File: src/rtl/lh_token_arbiter_if.sv
// Token handshake bundle between two upstream actors, the arbiter and the shared consumer.
// The slave modport is the arbiter's view; the master modport drives the requesters and the consumer.
interface lh_token_arbiter_if #(
  parameter int DATA_W = 16
);
  logic [DATA_W-1:0] In0_DATA;
  logic              In0_SEND;
  logic [15:0]       In0_COUNT;
  logic              In0_ACK;
  logic [DATA_W-1:0] In1_DATA;
  logic              In1_SEND;
  logic [15:0]       In1_COUNT;
  logic              In1_ACK;
  logic [DATA_W-1:0] Out_DATA;
  logic              Out_SEND;
  logic [15:0]       Out_COUNT;
  logic              Out_SRC;
  logic              Out_RDY;
  logic              Out_ACK;
  logic              Busy;

  modport slave (
    input  In0_DATA, In0_SEND, In0_COUNT,
    output In0_ACK,
    input  In1_DATA, In1_SEND, In1_COUNT,
    output In1_ACK,
    output Out_DATA, Out_SEND, Out_COUNT, Out_SRC, Busy,
    input  Out_RDY, Out_ACK
  );

  modport master (
    output In0_DATA, In0_SEND, In0_COUNT,
    input  In0_ACK,
    output In1_DATA, In1_SEND, In1_COUNT,
    input  In1_ACK,
    input  Out_DATA, Out_SEND, Out_COUNT, Out_SRC, Busy,
    output Out_RDY, Out_ACK
  );
endinterface

File: src/rtl/lh_token_arbiter.sv
// Two-input burst-granular round-robin arbiter onto one token channel; a grant is held for
// BURST fires so each line reaches the consumer contiguous and tagged with its source.
module lh_token_arbiter #(
  parameter int DATA_W = 16,
  parameter int BURST  = 64,
  parameter int BCNT_W = 16
) (
  input logic                CLK,
  input logic                RESET,
  lh_token_arbiter_if.slave  bus
);

  typedef enum logic [1:0] {
    IDLE = 2'd0,
    G0   = 2'd1,
    G1   = 2'd2
  } state_t;

  localparam logic [BCNT_W-1:0] BCNT_LAST = BCNT_W'(BURST - 1);

  state_t            state, state_nxt;
  logic [BCNT_W-1:0] bcnt, bcnt_nxt;
  logic              last_src, last_src_nxt;
  logic [DATA_W-1:0] out_data, out_data_nxt;
  logic              out_send, out_send_nxt;
  logic              out_src, out_src_nxt;

  logic              gk;
  logic              send_k;
  logic              send_other;
  logic [DATA_W-1:0] data_k;
  logic              fire;

  always_ff @(posedge CLK or posedge RESET) begin
    if (RESET) begin
      state    <= IDLE;
      bcnt     <= '0;
      last_src <= 1'b1;
      out_data <= '0;
      out_send <= 1'b0;
      out_src  <= 1'b0;
    end else begin
      state    <= state_nxt;
      bcnt     <= bcnt_nxt;
      last_src <= last_src_nxt;
      out_data <= out_data_nxt;
      out_send <= out_send_nxt;
      out_src  <= out_src_nxt;
    end
  end

  // Both grant states share one datapath, steered by gk (1 = requester 1 granted).
  always_comb begin
    state_nxt    = state;
    bcnt_nxt     = bcnt;
    last_src_nxt = last_src;
    out_data_nxt = out_data;
    out_send_nxt = 1'b0;
    out_src_nxt  = out_src;

    gk         = (state == G1);
    send_k     = gk ? bus.In1_SEND : bus.In0_SEND;
    send_other = gk ? bus.In0_SEND : bus.In1_SEND;
    data_k     = gk ? bus.In1_DATA : bus.In0_DATA;
    fire       = (state != IDLE) && send_k && bus.Out_RDY;

    if (state == IDLE) begin
      bcnt_nxt = '0;
      if (bus.In0_SEND && bus.In1_SEND)
        state_nxt = last_src ? G0 : G1;
      else if (bus.In0_SEND)
        state_nxt = G0;
      else if (bus.In1_SEND)
        state_nxt = G1;
    end else if (fire) begin
      out_data_nxt = data_k;
      out_send_nxt = 1'b1;
      out_src_nxt  = gk;
      if (bcnt == BCNT_LAST) begin
        bcnt_nxt     = '0;
        last_src_nxt = gk;
        // A waiting peer takes over directly so back-to-back bursts have no bubble.
        if (send_other)
          state_nxt = gk ? G0 : G1;
        else
          state_nxt = IDLE;
      end else begin
        bcnt_nxt = bcnt + 1'b1;
      end
    end
  end

  assign bus.In0_ACK   = fire && !gk;
  assign bus.In1_ACK   = fire && gk;
  assign bus.Out_DATA  = out_data;
  assign bus.Out_SEND  = out_send;
  assign bus.Out_SRC   = out_src;
  assign bus.Out_COUNT = 16'h1;
  assign bus.Busy      = (state != IDLE);

endmodule

File: src/flat_wrapper.sv
// flat-port wrapper written by rule: the top's interface ports become plain ports
module lh_token_arbiter_flat 
#(
  parameter int DATA_W = 16,
  parameter int BURST  = 64,
  parameter int BCNT_W = 16
)
  (CLK, RESET, bus_In0_DATA, bus_In0_SEND, bus_In0_COUNT, bus_In0_ACK, bus_In1_DATA, bus_In1_SEND, bus_In1_COUNT, bus_In1_ACK, bus_Out_DATA, bus_Out_SEND, bus_Out_COUNT, bus_Out_SRC, bus_Busy, bus_Out_RDY, bus_Out_ACK);
  lh_token_arbiter_if #(.DATA_W(DATA_W)) bus_i ();
  input logic CLK;
  input logic RESET;
  input wire logic [$bits(bus_i.In0_DATA)-1:0] bus_In0_DATA;
  input wire logic [$bits(bus_i.In0_SEND)-1:0] bus_In0_SEND;
  input wire logic [$bits(bus_i.In0_COUNT)-1:0] bus_In0_COUNT;
  output wire logic [$bits(bus_i.In0_ACK)-1:0] bus_In0_ACK;
  input wire logic [$bits(bus_i.In1_DATA)-1:0] bus_In1_DATA;
  input wire logic [$bits(bus_i.In1_SEND)-1:0] bus_In1_SEND;
  input wire logic [$bits(bus_i.In1_COUNT)-1:0] bus_In1_COUNT;
  output wire logic [$bits(bus_i.In1_ACK)-1:0] bus_In1_ACK;
  output wire logic [$bits(bus_i.Out_DATA)-1:0] bus_Out_DATA;
  output wire logic [$bits(bus_i.Out_SEND)-1:0] bus_Out_SEND;
  output wire logic [$bits(bus_i.Out_COUNT)-1:0] bus_Out_COUNT;
  output wire logic [$bits(bus_i.Out_SRC)-1:0] bus_Out_SRC;
  output wire logic [$bits(bus_i.Busy)-1:0] bus_Busy;
  input wire logic [$bits(bus_i.Out_RDY)-1:0] bus_Out_RDY;
  input wire logic [$bits(bus_i.Out_ACK)-1:0] bus_Out_ACK;
  assign bus_i.In0_DATA = bus_In0_DATA;
  assign bus_i.In0_SEND = bus_In0_SEND;
  assign bus_i.In0_COUNT = bus_In0_COUNT;
  assign bus_In0_ACK = bus_i.In0_ACK;
  assign bus_i.In1_DATA = bus_In1_DATA;
  assign bus_i.In1_SEND = bus_In1_SEND;
  assign bus_i.In1_COUNT = bus_In1_COUNT;
  assign bus_In1_ACK = bus_i.In1_ACK;
  assign bus_Out_DATA = bus_i.Out_DATA;
  assign bus_Out_SEND = bus_i.Out_SEND;
  assign bus_Out_COUNT = bus_i.Out_COUNT;
  assign bus_Out_SRC = bus_i.Out_SRC;
  assign bus_Busy = bus_i.Busy;
  assign bus_i.Out_RDY = bus_Out_RDY;
  assign bus_i.Out_ACK = bus_Out_ACK;
  lh_token_arbiter #(.DATA_W(DATA_W), .BURST(BURST), .BCNT_W(BCNT_W)) u_core (.CLK(CLK), .RESET(RESET), .bus(bus_i));
endmodule
File: config.mk
export PLATFORM = sky130hd
export DESIGN_NAME = lh_token_arbiter_flat
export DESIGN_NICKNAME = d
export VERILOG_FILES = /design/src/rtl/lh_token_arbiter_if.sv /design/src/rtl/lh_token_arbiter.sv /design/src/flat_wrapper.sv
export SDC_FILE = /design/constraint.sdc
export NUM_CORES = 1
export LEC_CHECK = 0
export ABC_AREA = 1
export BUFFER_PORTS_ARGS = -buffer_cell sky130_fd_sc_hd__clkbuf_2
export CORE_UTILIZATION = 46
export CTS_CLUSTER_DIAMETER = 200
export DETAILED_ROUTE_END_ITERATION = 12
export PLACE_DENSITY = 0.8
export SETUP_SLACK_MARGIN = 0.2
export SLEW_MARGIN = 10
export SYNTH_ARGS = -nofsm -noshare
export SYNTH_HDL_FRONTEND = slang
export SYNTH_SLANG_ARGS = --single-unit
File: constraint.sdc
create_clock -name CLK -period 1.75 [get_ports CLK]
set_clock_uncertainty 0.1 [all_clocks]
set_input_delay 0.0875 -clock CLK [delete_from_list [all_inputs] [get_ports CLK]]
set_output_delay 0.0875 -clock CLK [all_outputs]
set_load 0.1 [all_outputs]
== Word-level counts from Yosys, hierarchy flattened ==
Cells that the tools add are included.
Word-level totals
  flip-flop bits (word level): 37
  input bits: 70
Operators by class
  add/sub/neg operators: 1
  equal/unequal tests: 3
  multiplexer cells: 17
  bitwise logic cells: 1
  reduce and logical (&&, ||, !) cells: 13
Operators with widths (number)
  16-bit 2-to-1 mux: 4
  2-bit 2-to-1 mux: 9
  16-bit by 1-bit adder with 16-bit output, second input constant: 1
  16-bit by 6-bit equality test with 1-bit output, second input constant: 1
  3-bit AND reduction: 2
  2-bit nonzero test: 3
  1-bit logical AND: 5
  1-bit 2-to-1 mux: 4
  4-bit != test, second input constant: 1
  2-bit equality test, second input constant: 1
  2-bit logical NOT: 1
  2-bit AND reduction: 1
  1-bit logical NOT: 1
  1-bit NOT: 1

== Depth between registers and ports, before layout ==
Gate-level depths: netlist of the first run.
  depth in word-level cells: 6
  gate-level depth with buffers: 10
  mapped depth without buffers: 10

== Worst setup path before layout of the first run ==
OpenSTA, ideal clock, no wires.
  path kind: register to register
  from: reg u_core.state[0]
  to: reg u_core.last_src
  library setup time: 66 ps
  arrival: 2324 ps
  slack: -739 ps
  cell stages (with the launch flop): 6
  path buffers: 0
  clock period less this slack: 2489 ps
  path through: dfrtp_1 nor2_2 inv_2 nor2_1 nand2_1 nand2_1
Between the ends
  cells in the longest elaborated chain, start to end: 5
  elaborated cells between the ends (all ways): 8
RTL lines
  start: declaration: line lh_token_arbiter.sv:21  | state_t state, state_nxt;
  start signal: assignment: line lh_token_arbiter.sv:43  | state <= state_nxt;
  2-bit equality test: line lh_token_arbiter.sv:61  | gk = (state == G1);
  1-bit 2-to-1 mux: line lh_token_arbiter.sv:62  | send_k = gk ? bus.In1_SEND : bus.In0_SEND;
  1-bit logical AND (2 in a row): line lh_token_arbiter.sv:65  | fire = (state != IDLE) && send_k && bus.Out_RDY;
  3-bit AND reduction (no line)
  end signal: assignment: line lh_token_arbiter.sv:45  | last_src <= last_src_nxt;
  end: declaration: line lh_token_arbiter.sv:23  | logic last_src, last_src_nxt;
Several ways; a longest one is shown, not always the timed one.
A chain may end at the register's enable or synchronous reset.

== Worst setup path in the final report of the first run ==
  from: reg u_core.state[0]
  to: out bus_In1_ACK
Between the ends
  cells in the longest elaborated chain, start to end: 5
  elaborated cells between the ends (all ways): 6
RTL lines
  2-bit equality test: line lh_token_arbiter.sv:61
  1-bit 2-to-1 mux: line lh_token_arbiter.sv:62
  1-bit logical AND (2 in a row): line lh_token_arbiter.sv:65
  1-bit logical AND *: line lh_token_arbiter.sv:94  | assign bus.In1_ACK = fire && gk;
  end: declaration: line flat_wrapper.sv:19  | output wire logic [$bits(bus_i.In1_ACK)-1:0] bus_In1_ACK;
Mark *: on every way between the ends. The rest lies on a longest branch, timed or not.

==> summary.txt, run 1 <==
Layout
  • Finished Layout Cells: 474
  • Nets: 492
  • Fillcell total: 297
  • Area taken by multi-input logic gates: 1150 µm²
  • Antenna diode instance count: 0
  • Most common cell after layout, fill and taps aside: nand2_1
  • FF/Latch Area: 928 µm²
  • Most frequent cells in the layout: 106 x nand2_1, 54 x clkbuf_2, 46 x nor2_1, 35 x dfrtp_1, 33 x dlygate4sd3_1
  • Fraction of layout instances using a drive strength above 1: 0.254
  • Area grow syn2layout: 42.1%

GRT
  • Global-route wire length before repair: 10.9 mm
  • Largest net degree at the start of global routing: 38
  • Overall fraction of global-route tracks in use: 0.274
  • Vias in the first global route: 2405
  • GRT Residual Overflow: 0
  • Antenna violations before repair: 0

Power
  • Pwr/cell area: 861 nW/µm²
  • Leakage power: 1.65 nW
  • Clock power frac: 0.226
  • Sequential share of power: 0.389
  • Int Pwr: 1.49 mW
  • Combinational power share: 0.385
  • Switching Share: 0.454
  • Peak VDD IR: 0.000544 V
  • Sw power: 1.24 mW

Critical path
  • Crit start category: flip-flop
  • Critical path fanouts, max: 6
  • Reg-to-reg critical path startpoint: u_core.state[0]$_DFFE_PP0P_
  • Worst r2r dst: u_core.bus.Out_DATA[12]$_DFFE_PP0P_
  • Worst setup path class: flip-flop to output pin
  • CP startpoint: u_core.state[0]$_DFFE_PP0P_
  • Nature of the critical path endpoint: output pin
  • Worst Path Required: 1.56 ns
  • Crit path arrival time: 1.47 ns
  • R2R Setup Slk: 0.20 ns
  • Reg2reg path depth: 8

Synthesis
  • Seq/Total Area, Yosys: 0.416
  • Synth Area in Adders: 0.00561
  • Largest family of logic cells by synthesized area: simple AND/OR/NAND/NOR gates
  • Yosys warns: 0
  • #FFs+latches synth: 37
  • Post-Synth Simple-Gate Area: 0.361
  • Post-synthesis cell count: 319
  • Mapped Avg Cell Area: 6.99 µm²
  • Post-synthesis compound-gate area fraction: 0.0763
  • XOR/XNOR Fraction of Synth Area: 0.00393
  • Synthesized cell area: 2230 µm²
  • Cell variety after synth: 25
  • Multiplexer area fraction after synthesis: 0

Routing
  • Drt total wl: 7.07 mm
  • Wire per inst: 14.9 µm
  • Via density: 5.36
  • Starting DRT DRC Count: 170
  • Routed Antenna Nets: 0
  • DRC: 0
  • Pre-Repair DR Iteration Count: 5
  • Routed vias: 2540

Timing
  • F_max: 604 MHz
  • Post-layout min period: 1.66 ns
  • Worst slew pin tran: 0.565 ns
  • Slew margin rel.: 0.625
  • Final setup violation count: 0
  • Final Max Slew Viols: 0
  • Final hold viol count: 0
  • Final worst-path cycle share: 0.946
  • Setup TNS: 0 ns
  • RSZ-0062 raised after global routing: yes

Clocking
  • Clock sink total: 37
  • Max Buffers Root-to-Sink: 2
  • Clk slew on worst S/H paths: 0.08 ns
  • CTS tree: done
  • Num CTS Buffers: 5
  • CTS H-tree depth: 2
  • Clock Tree Root: clkbuf_8
  • Clock latency on the worst-skew pair: 0.30 ns

Floorplan
  • Ports: 107
  • Area of the core: 4500 µm²
  • Row count: 24
  • Floorplan die width: 71.6 µm
  • Starting Density: 0.495
  • Die Height: 71.6 µm
  • Die ar.: 5130 µm²

Flow run
  • Maxcap violations: 0

Placed design
  • IO buf count: 57
  • HPWL after detailed placement: 3.62 mm
  • Routability congestion estimate: 0.868
  • Placed cells: 422

Worst hold path
  • WHS Path Cells: 5
  • WHS Endpoint: u_core.state[0]$_DFFE_PP0P_
  • HP Start: bus_In0_SEND
  • Worst hold path type: primary input to flip-flop

Run status
  • Run status: finished, final reports clean
-- worst max-delay path by stage --
| stage | cells after the start | end |
|---|---|---|
| finish | 6 | bus_In1_ACK |
| detailed placement | 8 | u_core.bus.Out_DATA[2]$_DFFE_PP0P_ |
| CTS | 5 | bus_In1_ACK |
| global placement | 9 | u_core.state[0]$_DFFE_PP0P_ |
| floorplan | 5 | u_core.last_src$_DFFE_PP1P_ |
| global route | 6 | bus_In1_ACK |
-- critical path, cell delays in order, from the launching register on --
cell and delay [ns]:
dfrtp_2 0.45, inv_2 0.08, nand3_2 0.07, nand2_2 0.12, nand2_8 0.10, nor2_4 0.15, buf_12 0.19
-- registers in the layout, summed over array words and instances (netlist names) --
name / cells
u_core.bcnt: 16
u_core.bus.Out_DATA: 16
u_core.bus.Out_SEND: 1
u_core.bus.Out_SRC: 1
u_core.last_src: 1
u_core.state: 2
-- per-stage QoR --
stage | setup slack (ns) | instance area (µm²) | hold WS (ns) | power, mW | utilization
6_report | 0.0942 | 3170 | 0.0739 | 2.73 | 0.703
3_5_place_dp | 0.139 | 2560 | 0.112 | 1.94 | 0.569
2_1_floorplan | 0.0817 | 2300 | 0.143 | 1.80 | -
5_1_grt | 0.0547 | 3170 | 0.122 | 2.83 | 0.703
3_3_place_gp | 0.187 | 2560 | 0.101 | 1.92 | 0.569
4_1_cts | 0.148 | 3020 | 0.0708 | 2.60 | 0.671
-- repair_timing --
| item | in CTS | in global routing |
|---|---|---|
| endpoints found under the hold margin | 52 | 0 |
| hold buffers | 33 | 0 |
| setup buffers | 3 | 7 |
| resized for setup | 6 | 18 |
| pin swaps | 2 | 9 |
| setup endpoints to repair | 25 | 34 |
| gates cloned | 0 | 1 |
-- power by group through the flow --
| stage | registers (mW) | clock network [mW] | logic [mW] |
|---|---|---|---|
| 2_1_floorplan | 1.39 | 0 | 0.410 |
| 3_3_place_gp | 1.04 | 0 | 0.877 |
| 3_5_place_dp | 1.05 | 0 | 0.894 |
| 4_1_cts | 1.03 | 0.614 | 0.955 |
| 5_1_grt | 1.07 | 0.656 | 1.10 |
| 6_report | 1.06 | 0.617 | 1.05 |
-- kinds of logic after synthesis --
family / Yosys count
AND/OR/NAND/NOR: 194
buffers and inverters: 56
flip-flops: 37
AO/OA/AOI/OAI: 28
other: 2
XOR/XNOR: 1
adder cells (fa/ha/maj): 1
-- final cells by class --
| class | count | area share |
|---|---|---|
| Sequential cell | 37 | 0.293 |
| Multi-Input combinational cell | 240 | 0.362 |
| Tap cell | 52 | 0.0205 |
| Clock buffer | 5 | 0.0217 |
| Clock inverter | 3 | 0.00553 |
| Timing Repair Buffer | 106 | 0.258 |
| Inverter | 31 | 0.0391 |
-- synth_stat cells (all sizes together) --
library cell,number,share of area
nand2,113,0.20
a31oi,16,0.045
inv,31,0.052
ha,1,0.0056
a21boi,1,0.0034
or2,2,0.0056
buf,25,0.081
conb,2,0.0034
a21oi,1,0.0022
nand3,14,0.031
o21bai,3,0.010
nand4,13,0.036
dfrtp,36,0.40
o21ai,7,0.016
nor3,2,0.0045
nor2,50,0.085
xor2,1,0.0039
dfstp,1,0.012
-- per-layer routing --
metal,vias to the layer above,GRT usage,part of all wire
met1,1190,0.351,0.40
met5,-,0,0
met4,0,0.142,0.021
met3,17,0.0774,0.093
met2,150,0.425,0.48
li1,1183,-,-
Power figures use the tool's default switching activity.
==> run 2, diff against run 1 <==
- clock period: 1.75 -> 1.65 ns (I/O delays scaled with it)
==> summary.txt, run 2 (synthesis results as in run 1) <==
Layout
  • Cell area after layout: 3650 µm²
  • Fraction of layout instances using a drive strength above 1: 0.361
  • Most frequent cells in the layout: 100 x nand2_1, 54 x clkbuf_2, 33 x dlygate4sd3_1, 32 x dfrtp_1, 26 x inv_1
  • Area grow syn2layout: 63.6%
  • Fillcell total: 223
  • Finished Layout Cells: 487
  • Nets: 505
  • Most common cell after layout, fill and taps aside: nand2_1
  • Antenna diode instance count: 0

Timing
  • RSZ-0062 raised after global routing: yes
  • Setup TNS: -0.882 ns
  • Worst slew pin tran: 0.567 ns
  • Post-layout min period: 1.77 ns
  • F_max: 566 MHz
  • Final Max Slew Viols: 0
  • Final setup violation count: 17
  • Final worst setup slack: -0.117 ns
  • Final hold viol count: 0
  • Slew margin rel.: 0.623
  • Final worst-path cycle share: 1.07
  • Hold Slack: 0.116 ns

Critical path
  • Worst setup path class: flip-flop to output pin
  • Crit path arrival time: 1.58 ns
  • Critical path, cell by cell: inv_2, nand3_4, nand2_4, nand2_8, nor2_4, buf_12
  • Slowest cell on the critical path: dfrtp_2
  • Worst Path Required: 1.47 ns
  • Crit start category: flip-flop
  • Critical path fanouts, max: 6
  • Nature of the critical path endpoint: output pin
  • Max incr delay on CP: 0.45 ns
  • R2R Setup Slk: -0.08 ns
  • Reg2reg path depth: 9
  • Reg-to-reg critical path startpoint: u_core.state[0]$_DFFE_PP0P_
  • Worst r2r dst: u_core.bus.Out_DATA[0]$_DFFE_PP0P_
  • CP startpoint: u_core.state[0]$_DFFE_PP0P_

Worst hold path
  • WHS Endpoint: u_core.state[0]$_DFFE_PP0P_
  • WHS Path Cells: 5
  • Worst hold path type: primary input to flip-flop
  • HP Start: bus_In0_SEND

Floorplan
  • Die ar.: 5130 µm²
  • Ports: 107
  • Die Height: 71.6 µm
  • Row count: 24
  • Floorplan die width: 71.6 µm
  • Starting Density: 0.495
  • Area of the core: 4500 µm²

GRT
  • Vias in the first global route: 2490
  • Largest net degree at the start of global routing: 38
  • Antenna violations before repair: 0
  • Global-route wire length before repair: 11.6 mm
  • GRT Residual Overflow: 0
  • Overall fraction of global-route tracks in use: 0.297

Routing
  • Met2 routed WL: 4.59 mm
  • Drt total wl: 10.4 mm
  • Met3 WL post-DR: 1.32 mm
  • Via density: 6.08
  • Wire per inst: 21.3 µm
  • Pre-Repair DR Iteration Count: 5
  • DRC: 0
  • Max layer used: met4
  • Routed Antenna Nets: 0
  • Starting DRT DRC Count: 442
  • Routed vias: 2961
  • Wl on met1: 3.72 mm

Placed design
  • HPWL after detailed placement: 3.66 mm
  • Placed Area: 2600 µm²
  • Placed cells: 425
  • Routability congestion estimate: 0.883
  • IO buf count: 57

Flow run
  • Maxcap violations: 0

Clocking
  • Clk slew on worst S/H paths: 0.09 ns
  • Clock latency on the worst-skew pair: 0.31 ns
  • Num CTS Buffers: 5
  • Clock sink total: 37
  • CTS H-tree depth: 2
  • CTS tree: done
  • Max Buffers Root-to-Sink: 2
  • Clock Tree Root: clkbuf_8

Run status
  • Failing checks: negative setup slack
  • Run status: finished with violations

Power
  • Peak VDD IR: 0.000651 V
  • Leakage power: 1.79 nW
  • Pwr/cell area: 928 nW/µm²
[run 2: how the worst max path moves through the flow]
stage	end	slack [ns]
3_5_place_dp	u_core.bcnt[14]$_DFFE_PP0P_	0.09
2_1_floorplan	u_core.last_src$_DFFE_PP1P_	0.05
6_report	bus_In1_ACK	-0.12
3_3_place_gp	u_core.state[0]$_DFFE_PP0P_	0.12
5_1_grt	bus_In1_ACK	-0.14
4_1_cts	bus_In1_ACK	0.06
[run 2: area by class of cell]
cell class,instances,area (µm²),share of cell area
tap,52,65.1,0.0178
clock inverter,2,37.5,0.0103
sequential,37,932,0.256
multi-input combinational,240,1400,0.385
inverter,31,139,0.0381
clock buffer,6,82.6,0.0226
timing repair buffer,119,988,0.271
[run 2: timing repair]
item / CTS / global route
gates resized for setup: 19 / 78
hold buffers: 33 / 0
endpoints found under the setup margin: 38 / 38
buffers inserted: 8 / 10
hold endpoints to repair: 52 / 0
gates cloned: 1 / 2
pin swaps: 6 / 17
[run 2: report_power, final]
part	switching [mW]	internal (mW)	leakage [nW]
clock network	0.397	0.493	0.0574
registers	0.165	1.01	0.433
logic	0.964	0.355	1.30
[run 2: stage by stage]
step | total power, mW | worst slack [ns] | utilization
CTS | 3.02 | 0.0592 | 0.710
floorplan | 1.91 | 0.0451 | -
global placement | 2.04 | 0.120 | 0.576
finish | 3.38 | -0.117 | 0.810
detailed placement | 2.07 | 0.0917 | 0.576
global route | 3.45 | -0.140 | 0.810
[run 2: metal layers]
layer  global-route usage  up-vias
met2                0.487      311
met5                    0        -
li1                     -     1209
met1                0.369     1354
met4                0.146        0
met3               0.0675       87
[run 2: critical path, delay by kind of cell, from the launching register on]
kind	cells	cell delay [ns]
buffers and inverters	2	0.31
flip-flops	1	0.45
AND/OR/NAND/NOR	4	0.50
==> run 3, diff against run 2 <==
--- a/config.mk
+++ b/config.mk
@@ -9,6 +9,5 @@
 export BUFFER_PORTS_ARGS = -buffer_cell sky130_fd_sc_hd__clkbuf_2
-export CORE_UTILIZATION = 46
+export CORE_UTILIZATION = 35
 export CTS_CLUSTER_DIAMETER = 200
 export DETAILED_ROUTE_END_ITERATION = 12
-export PLACE_DENSITY = 0.8
 export SETUP_SLACK_MARGIN = 0.2
--- a/constraint.sdc
+++ b/constraint.sdc
@@ -4,2 +4,2 @@
 set_output_delay 0.0825 -clock CLK [all_outputs]
-set_load 0.1 [all_outputs]
+set_load 0.01 [all_outputs]
==> summary.txt, run 3 (synthesis results as in run 1) <==
Run status
  • Run status: finished, final reports clean

Clocking
  • Num CTS Buffers: 5
  • Clock Tree Root: clkbuf_8
  • Clk slew on worst S/H paths: 0.08 ns
  • Clock latency on the worst-skew pair: 0.29 ns
  • CTS tree: done
  • Clock sink total: 37
  • Max Buffers Root-to-Sink: 2
  • CTS H-tree depth: 2

Layout
  • Cell area after layout: 3450 µm²
  • Core Util, Final: 0.572
  • Finished Layout Cells: 513
  • Fraction of layout instances using a drive strength above 1: 0.324
  • Nets: 508
  • Area grow syn2layout: 54.7%
  • Most common cell after layout, fill and taps aside: nand2_1
  • Fillcell total: 532
  • Most frequent cells in the layout: 102 x nand2_1, 55 x clkbuf_2, 37 x nor2_1, 33 x dlygate4sd3_1, 31 x dfrtp_1
  • Antenna diode instance count: 0

Worst hold path
  • Worst hold path type: primary input to flip-flop

Power
  • Total power: 2.59 mW
  • Pwr/cell area: 751 nW/µm²
  • Peak VDD IR: 0.000518 V
  • Leakage power: 1.75 nW

Timing
  • F_max: 660 MHz
  • Final hold viol count: 0
  • RSZ-0062 raised after global routing: yes
  • Final Max Slew Viols: 0
  • Post-layout min period: 1.52 ns
  • Final worst-path cycle share: 0.919
  • Final worst setup slack: 0.134 ns
  • Final setup violation count: 0
  • Setup TNS: 0 ns
  • Hold Slack: 0.0826 ns

Critical path
  • Worst setup path class: flip-flop to output pin
  • Crit path arrival time: 1.33 ns
  • Critical path fanouts, max: 5
  • Worst Path Required: 1.47 ns
  • Crit start category: flip-flop
  • Nature of the critical path endpoint: output pin

Floorplan
  • Floorplan die width: 81.8 µm
  • Die Height: 81.8 µm
  • Ports: 107
  • Area of the core: 6030 µm²
  • Starting Density: 0.370
  • Row count: 28
  • Die ar.: 6690 µm²

Routing
  • Routed Antenna Nets: 0
  • Wire per inst: 12.8 µm
  • Pre-Repair DR Iteration Count: 4
  • Drt total wl: 6.57 mm
  • Starting DRT DRC Count: 106
  • DRC: 0
  • Routed vias: 2439
  • Via density: 4.75

GRT
  • Global-route wire length before repair: 10.1 mm
  • Vias in the first global route: 2253
  • Antenna violations before repair: 0
  • Overall fraction of global-route tracks in use: 0.197
  • GRT Residual Overflow: 0
  • Largest net degree at the start of global routing: 38

Flow run
  • Maxcap violations: 0

Placed design
  • DP Worst Slack: 0.0783 ns
  • Placed Area: 2570 µm²
  • Placed cells: 450
  • HPWL after detailed placement: 3.64 mm
  • IO buf count: 57
  • Routability congestion estimate: 0.814
-- run 3: layout make-up --
| type | count | area [µm²] | share of cell area |
|---|---|---|---|
| multi-input combinational | 240 | 1230 | 0.357 |
| clock buffer | 6 | 82.6 | 0.0239 |
| clock inverter | 2 | 37.5 | 0.0109 |
| sequential | 37 | 933 | 0.271 |
| timing repair buffer | 122 | 940 | 0.272 |
| inverter | 31 | 129 | 0.0374 |
| tap | 75 | 93.8 | 0.0272 |
-- run 3: path summary, 6_finish.rpt --
check / startpoint / end / slack, ns / cells past startpoint
max: u_core.state[0]$_DFFE_PP0P_ / bus_In0_ACK / 0.13 / 6
min: bus_Out_RDY / u_core.last_src$_DFFE_PP1P_ / 0.08 / 5
max reg2reg: u_core.state[0]$_DFFE_PP0P_ / u_core.bus.Out_DATA[15]$_DFFE_PP0P_ / 0.19 / 8
min reg2reg: u_core.last_src$_DFFE_PP1P_ / u_core.last_src$_DFFE_PP1P_ / 0.37 / 2
max in group asynchronous: RESET / u_core.state[0]$_DFFE_PP0P_ / 0.75 / 4
min in group asynchronous: RESET / u_core.bcnt[7]$_DFFE_PP0P_ / 0.32 / 4
-- run 3: repair_timing --
action	4_1_cts	5_1_grt
endpoints found under the hold margin	52	0
endpoints found under the setup margin	14	38
resized for setup	20	49
cloned	0	2
setup buffers	9	11
pin swaps	8	15
hold buffers	33	0
-- run 3: where the power goes --
part	leakage [nW]	total [mW]	switching (mW)	internal, mW
logic	1.27	0.611	0.318	0.293
registers	0.431	1.13	0.115	1.01
clock network	0.0574	0.853	0.360	0.492
total	1.75	2.59	0.794	1.80
-- run 3: worst max-delay path, stage by stage, from the launching register on --
cell and delay, ns:
dfrtp_2 0.46, inv_2 0.08, nand3_2 0.09, nand2_4 0.10, nand2_8 0.09, nor2_2 0.08
buf_2 0.13
-- run 3: routing by layer --
metal / share of wire / track usage
met1: 0.44 / 0.251
met2: 0.48 / 0.318
met3: 0.069 / 0.0544
met4: 0.015 / 0.0702
met5: 0 / 0
